`src/rtl/pipeline_pkg.sv`:
```
`default_nettype none
// ============================================================================
// Module      : pipeline_pkg
// Description : Shared definitions for the five-stage pipeline hazard logic.
//               Holds the forwarding-select encodings, the hazard controller
//               state encoding and the register address width.
// Revision    : 1.0  initial release
// ============================================================================
package pipeline_pkg;

   // Register file address width.
   localparam int REG_AW = 5;

   // EX operand source selects.
   localparam logic [1:0] FWD_RF  = 2'b00;
   localparam logic [1:0] FWD_MEM = 2'b01;
   localparam logic [1:0] FWD_WB  = 2'b10;

   // Hazard controller state.
   typedef enum logic [0:0] {
      RUN      = 1'b0,
      MDU_BUSY = 1'b1
   } hz_state_e;

endpackage : pipeline_pkg
`default_nettype wire

```
`src/rtl/fwd_unit.sv`:
```
`default_nettype none
// ============================================================================
// Module      : fwd_unit
// Description : Combinational operand forwarding select for one EX-stage
//               ALU input. MEM has priority over WB; register 0 is never
//               forwarded.
// Revision    : 1.0  initial release
// Ports       : i_addr          - operand register address held in EX
//               i_mem_rd        - MEM stage destination register
//               i_mem_reg_write - MEM stage writes a register
//               i_wb_rd         - WB stage destination register
//               i_wb_reg_write  - WB stage writes a register
//               o_sel           - 00 = regfile, 01 = MEM, 10 = WB
// ============================================================================
module fwd_unit #(
   parameter int REG_AW = 5
) (
   input  logic [REG_AW-1:0] i_addr,
   input  logic [REG_AW-1:0] i_mem_rd,
   input  logic              i_mem_reg_write,
   input  logic [REG_AW-1:0] i_wb_rd,
   input  logic              i_wb_reg_write,
   output logic [1:0]        o_sel
);
   import pipeline_pkg::*;

   logic w_mem_hit;
   logic w_wb_hit;

   assign w_mem_hit = i_mem_reg_write & (i_mem_rd != '0) & (i_mem_rd == i_addr);
   assign w_wb_hit  = i_wb_reg_write  & (i_wb_rd  != '0) & (i_wb_rd  == i_addr);

   always_comb begin
      o_sel = FWD_RF;
      if (w_mem_hit) begin
         o_sel = FWD_MEM;
      end else if (w_wb_hit) begin
         o_sel = FWD_WB;
      end
   end

endmodule : fwd_unit
`default_nettype wire

```
`src/rtl/hazard_ctrl.sv`:
```
`default_nettype none
// ============================================================================
// Module      : hazard_ctrl
// Description : Central hazard controller for the five-stage pipeline.
//               Generates stall / flush / bubble controls for IF/ID and
//               ID/EX, EX operand forwarding selects, and sequences the
//               multi-cycle multiply/divide unit with a busy down-counter.
// Revision    : 1.0  initial release
// Options     : HAZARD_CTRL_PERF_EN - adds o_stall_cycles / o_flush_cycles
//               32-bit wrapping event counters.
// Ports       : clk, rst_n (async, active low)
//               i_id_*        - ID instruction operands and class
//               i_ex_*/i_mem_*/i_wb_* - downstream destination registers
//               i_ex_branch_taken - taken branch/jump resolved in EX
//               o_stall_if, o_stall_id, o_flush_id, o_bubble_ex - pipe ctl
//               o_fwd_a_sel, o_fwd_b_sel - EX operand sources
//               o_mdu_busy    - MDU occupied
// ============================================================================
module hazard_ctrl #(
   parameter int REG_AW      = pipeline_pkg::REG_AW,
   parameter int MDU_LATENCY = 4
) (
   input  logic              clk,
   input  logic              rst_n,
   input  logic [REG_AW-1:0] i_id_rs,
   input  logic [REG_AW-1:0] i_id_rt,
   input  logic              i_id_uses_rs,
   input  logic              i_id_uses_rt,
   input  logic              i_id_is_mdu,
   input  logic              i_id_uses_hilo,
   input  logic [REG_AW-1:0] i_ex_rd,
   input  logic              i_ex_reg_write,
   input  logic              i_ex_mem_read,
   input  logic [REG_AW-1:0] i_mem_rd,
   input  logic              i_mem_reg_write,
   input  logic [REG_AW-1:0] i_wb_rd,
   input  logic              i_wb_reg_write,
   input  logic              i_ex_branch_taken,
`ifdef HAZARD_CTRL_PERF_EN
   output logic [31:0]       o_stall_cycles,
   output logic [31:0]       o_flush_cycles,
`endif
   output logic              o_stall_if,
   output logic              o_stall_id,
   output logic              o_flush_id,
   output logic              o_bubble_ex,
   output logic [1:0]        o_fwd_a_sel,
   output logic [1:0]        o_fwd_b_sel,
   output logic              o_mdu_busy
);
   import pipeline_pkg::*;

   localparam logic [3:0] c_mdu_cnt_init = 4'(MDU_LATENCY - 1);

   hz_state_e         r_st;
   logic [3:0]        r_cnt;
   logic [REG_AW-1:0] r_ex_rs;
   logic [REG_AW-1:0] r_ex_rt;

   logic              w_load_use;
   logic              w_mdu_hold;
   logic              w_hold;
   logic              w_stall;
   logic              w_bubble;
   logic              w_mdu_issue;
   logic [1:0]        w_fwd_a;
   logic [1:0]        w_fwd_b;

   // ---------------------------------------------------------------------
   // Hazard detection
   // ---------------------------------------------------------------------
   assign w_load_use = i_ex_mem_read & i_ex_reg_write & (i_ex_rd != '0) &
                       ((i_id_uses_rs & (i_ex_rd == i_id_rs)) |
                        (i_id_uses_rt & (i_ex_rd == i_id_rt)));

   assign w_mdu_hold = (r_st == MDU_BUSY) & (i_id_is_mdu | i_id_uses_hilo);
   assign w_hold     = w_load_use | w_mdu_hold;

   // A taken branch wins over any hold: the held instruction is on the
   // wrong path, so the front end must move on to fetch the target.
   assign w_stall    = w_hold & ~i_ex_branch_taken;
   assign w_bubble   = w_hold | i_ex_branch_taken;

   assign w_mdu_issue = (r_st == RUN) & i_id_is_mdu & ~w_hold & ~i_ex_branch_taken;

   // ---------------------------------------------------------------------
   // MDU sequencer. The cnt == 0 cycle is still busy; the branch input is
   // deliberately ignored here because the MDU op predates the branch.
   // ---------------------------------------------------------------------
   always_ff @(posedge clk or negedge rst_n) begin
      if (!rst_n) begin
         r_st  <= RUN;
         r_cnt <= 4'd0;
      end else begin
         case (r_st)
            RUN: begin
               if (w_mdu_issue) begin
                  r_st  <= MDU_BUSY;
                  r_cnt <= c_mdu_cnt_init;
               end
            end
            MDU_BUSY: begin
               if (r_cnt == 4'd0) begin
                  r_st <= RUN;
               end else begin
                  r_cnt <= r_cnt - 4'd1;
               end
            end
         endcase
      end
   end

   // ---------------------------------------------------------------------
   // ID/EX copy of the source addresses used for forwarding.
   // ---------------------------------------------------------------------
   always_ff @(posedge clk or negedge rst_n) begin
      if (!rst_n) begin
         r_ex_rs <= '0;
         r_ex_rt <= '0;
      end else if (w_bubble) begin
         r_ex_rs <= '0;
         r_ex_rt <= '0;
      end else if (!w_stall) begin
         r_ex_rs <= i_id_rs;
         r_ex_rt <= i_id_rt;
      end
   end

   // ---------------------------------------------------------------------
   // Forwarding
   // ---------------------------------------------------------------------
   fwd_unit #(.REG_AW(REG_AW)) u_fwd_a (
      .i_addr          (r_ex_rs),
      .i_mem_rd        (i_mem_rd),
      .i_mem_reg_write (i_mem_reg_write),
      .i_wb_rd         (i_wb_rd),
      .i_wb_reg_write  (i_wb_reg_write),
      .o_sel           (w_fwd_a)
   );

   fwd_unit #(.REG_AW(REG_AW)) u_fwd_b (
      .i_addr          (r_ex_rt),
      .i_mem_rd        (i_mem_rd),
      .i_mem_reg_write (i_mem_reg_write),
      .i_wb_rd         (i_wb_rd),
      .i_wb_reg_write  (i_wb_reg_write),
      .o_sel           (w_fwd_b)
   );

   // ---------------------------------------------------------------------
   // Outputs are held inactive for as long as reset is asserted.
   // ---------------------------------------------------------------------
   assign o_stall_if  = rst_n & w_stall;
   assign o_stall_id  = rst_n & w_stall;
   assign o_flush_id  = rst_n & i_ex_branch_taken;
   assign o_bubble_ex = rst_n & w_bubble;
   assign o_fwd_a_sel = rst_n ? w_fwd_a : FWD_RF;
   assign o_fwd_b_sel = rst_n ? w_fwd_b : FWD_RF;
   assign o_mdu_busy  = rst_n & (r_st == MDU_BUSY);

`ifdef HAZARD_CTRL_PERF_EN
   logic [31:0] r_stall_cycles;
   logic [31:0] r_flush_cycles;

   // Free-running event counters; natural 32-bit wrap.
   always_ff @(posedge clk or negedge rst_n) begin
      if (!rst_n) begin
         r_stall_cycles <= 32'd0;
         r_flush_cycles <= 32'd0;
      end else begin
         if (o_stall_if) begin
            r_stall_cycles <= r_stall_cycles + 32'd1;
         end
         if (o_flush_id) begin
            r_flush_cycles <= r_flush_cycles + 32'd1;
         end
      end
   end

   assign o_stall_cycles = r_stall_cycles;
   assign o_flush_cycles = r_flush_cycles;
`endif

endmodule : hazard_ctrl
`default_nettype wire

```
`config.mk`:
```
export PLATFORM = sky130hd
export DESIGN_NAME = hazard_ctrl
export DESIGN_NICKNAME = d
export VERILOG_FILES = /design/src/rtl/pipeline_pkg.sv /design/src/rtl/fwd_unit.sv /design/src/rtl/hazard_ctrl.sv
export SDC_FILE = /design/constraint.sdc
export NUM_CORES = 1
export LEC_CHECK = 0
export BUFFER_PORTS_ARGS = -buffer_cell sky130_fd_sc_hd__buf_2
export CAP_MARGIN = 40
export CELL_PAD_IN_SITES_DETAIL_PLACEMENT = 1
export CELL_PAD_IN_SITES_GLOBAL_PLACEMENT = 2
export CORE_AREA = 2 2 67 69
export DETAILED_ROUTE_END_ITERATION = 7
export DIE_AREA = 0 0 69 71
export PLACE_DENSITY = 0.89
export SKIP_CTS_REPAIR_TIMING = 1
export SLEW_MARGIN = 15
export SYNTH_ARGS = -nofsm -noshare
export SYNTH_HDL_FRONTEND = slang
export SYNTH_SLANG_ARGS = --single-unit
```
`constraint.sdc`:
```
create_clock -name clk -period 4.95 [get_ports clk]
set_input_delay 0.7425 -clock clk [delete_from_list [all_inputs] [get_ports clk]]
set_output_delay 0.7425 -clock clk [all_outputs]
set_load 0.02 [all_outputs]
```
==> metrics.cfg <==
[run_status]
status=completed

[grt]
grt_pass1_vias=1119
antenna_found_initial=0
overflow=0
grt_start_max_net_pins=25
grtUsageTotal_pct=14.1
grt_pass1_wl_um=5550

[drt]
dr.pass1.iters=4
vias=1113
drt_wl_total_um=3230
drc_errors=0
initialDrtViolationCount=7
wl_per_cell_um=14.3
vias_per_cell=4.92
ant_nets=0

[cells_and_area]
nNetsFinal=212
area_growth_pct=24.2
layout.cells.non_filler=226
num_antenna_cells=0
drive_gt1_share_pct=37.4
layout_common_cells=buf_2, xnor2_1, dfrtp_1
fill_cells=531
mostFrequentLayoutCell=buf_2
postLayoutCellArea_mm2=0.00151

[setup_path]
path_class=in -> out
cp.arrival_ns=2.36
cp-start-kind=input port
cp_max_fo=17
crit_required_ns=4.21
r2r_start=r_cnt[0]
timing.critical_path.from=i_ex_rd[0]
cp-end-kind=primary output

[cts]
cts_max_level=1
insertion_delay_ns=0.25
ctsRootBufferMaster=clkbuf_8
clock_sinks=15
tritoncts=done
cts_buffers=3
cts_buffer_depth=2
path_clk_slew_ns=0.06

[floorplanning]
core_region_area_mm2=0.00420
io_pins=45
die-width_um=69
die_area_mm2=0.00490
num_rows=24
initial_utilization_pct=28.9
die_h_um=71

[timing]
slew_violations=0
setup_violations=0
skew_ns=0.00129
worstMarginPinSlew_ns=0.839
slew-limit-headroom_pct=44.1
fmax_mhz=322
min_period_ns=3.10
post-route-period-util_pct=62.7
rsz0062_at_grt=no
hold_viol=0
tns_ns=0

[yosys]
synth-edff-count=0
synth_seq_cells=15
syn_nets=167
ys_warn_count=0
syn_avg_cell_area_um2=9.34
async_reset_ff_share_pct=100
synth_area_leaders=dfrtp_1, xnor2_1, xor2_1
yosysUniqueCellTypes=39
ys.flop_type=dfrtp_1
synth_area_mm2=0.00121
ys_seq_area_share_pct=30.9
synth_top_cell_by_area=dfrtp_1
synthCells=130
yosysTopAreaCellShare_pct=30.9

[power_and_ir_drop]
p_per_area_mw_per_mm2=332
switching_share_pct=37.5
ir_worst_vdd_mv=0.147
power.internal_mw=0.313
p_leak_nw=0.690
p_switching_mw=0.188
seqPwrFrac_pct=35.9
power.share.combinational_pct=44.5
power_frac_clock_pct=19.6

[placed_design]
dp_cells=222
gp_congestion=0.742
dpl.hpwl_um=2690
place_area_mm2=0.00146
portBuffers=44

[job]
maxCapViolCount=0

[min_path]
hold_path_class=in -> async

==> sequential cells by signal, indices dropped and copies added, names as in the netlist <==
signal,flops
r_cnt,4
r_ex_rs,5
r_ex_rt,5
r_st,1
==> synth_stat cells, types with 2 or more instances <==
cell and number:
nand2_1 7, nor3b_1 2, clkbuf_1 2, inv_1 5
nor2_1 4, nand4_1 2, o21ai_0 3, nand3_1 13
dfrtp_1 15, xnor2_1 16, xor2_1 14, nor4_1 2
mux2_2 3, and2_1 4, or4_1 4, nor4_2 2
a21oi_2 10
==> cells by family (layout without fill, tap and decap cells) <==
logic type	Yosys count	count (layout)	synth area share, %
xor gates and xnor gates	30	30	21.6
AOI/OAI and AO/OA	27	27	17.4
and+or+nand+nor	43	43	20.4
buffers and inverters	11	55	5.77
DFF	15	15	30.9
muxes	3	3	2.78
adders and majority gates	1	1	1.03
==> layer usage <==
layer  vias up  track usage [%]  routed length, um
met4         0             5.23                 46
met2        32             23.8               1580
met3         5             2.85                168
li1        550                -                  -
met1       526             18.0               1440
met5         -                0                  0
==> power groups by stage <==
stage / Clock, mW / Sequential, mW / Combinational, mW
finish: 0.0982 / 0.180 / 0.223
global route: 0.107 / 0.184 / 0.252
CTS: 0.102 / 0.180 / 0.225
detailed placement: 0 / 0.182 / 0.224
global placement: 0 / 0.182 / 0.221
floorplan: 0 / 0.174 / 0.166
==> area by class of cell <==
type / count / area, um^2 / share of cell area (%)
flip-flops and latches: 15 / 375 / 24.9
repair buffers: 46 / 235 / 15.6
well taps: 52 / 65.1 / 4.32
clock buffers: 4 / 45.0 / 2.99
multi-input cells: 104 / 768 / 51.0
inverters: 5 / 18.8 / 1.24
==> worst paths after layout <==
| kind | to | slack, ns | cells past startpoint |
|---|---|---|---|
| setup / recovery | o_stall_if | 1.85 | 5 |
| hold / removal | r_cnt[2] | 0.44 | 1 |
| setup reg to reg | r_cnt[0] | 3.31 | 5 |
| hold reg to reg | r_cnt[0] | 0.64 | 2 |
| max in group asynchronous | r_ex_rs[2] | 4.19 | 1 |
| min in group clk | r_cnt[0] | 0.64 | 2 |
==> per-stage QoR <==
stage          util (%)  total power [mW]  setup WS, ns  hold slack, ns
2_1_floorplan         -             0.341          2.18           0.447
3_3_place_gp       34.8             0.402          1.88           0.626
3_5_place_dp       34.8             0.406          1.84           0.627
4_1_cts            35.9             0.506          1.85           0.450
5_1_grt            35.9             0.543          1.79           0.473
6_report           35.9             0.501          1.85           0.438
==> critical path, cell delays in order <==
cell and delay, ns:
buf_2 0.12, or3_1 0.39, o311a_1 0.59, a41o_1 0.36
buf_2 0.16
Power figures use the tool's default switching activity.
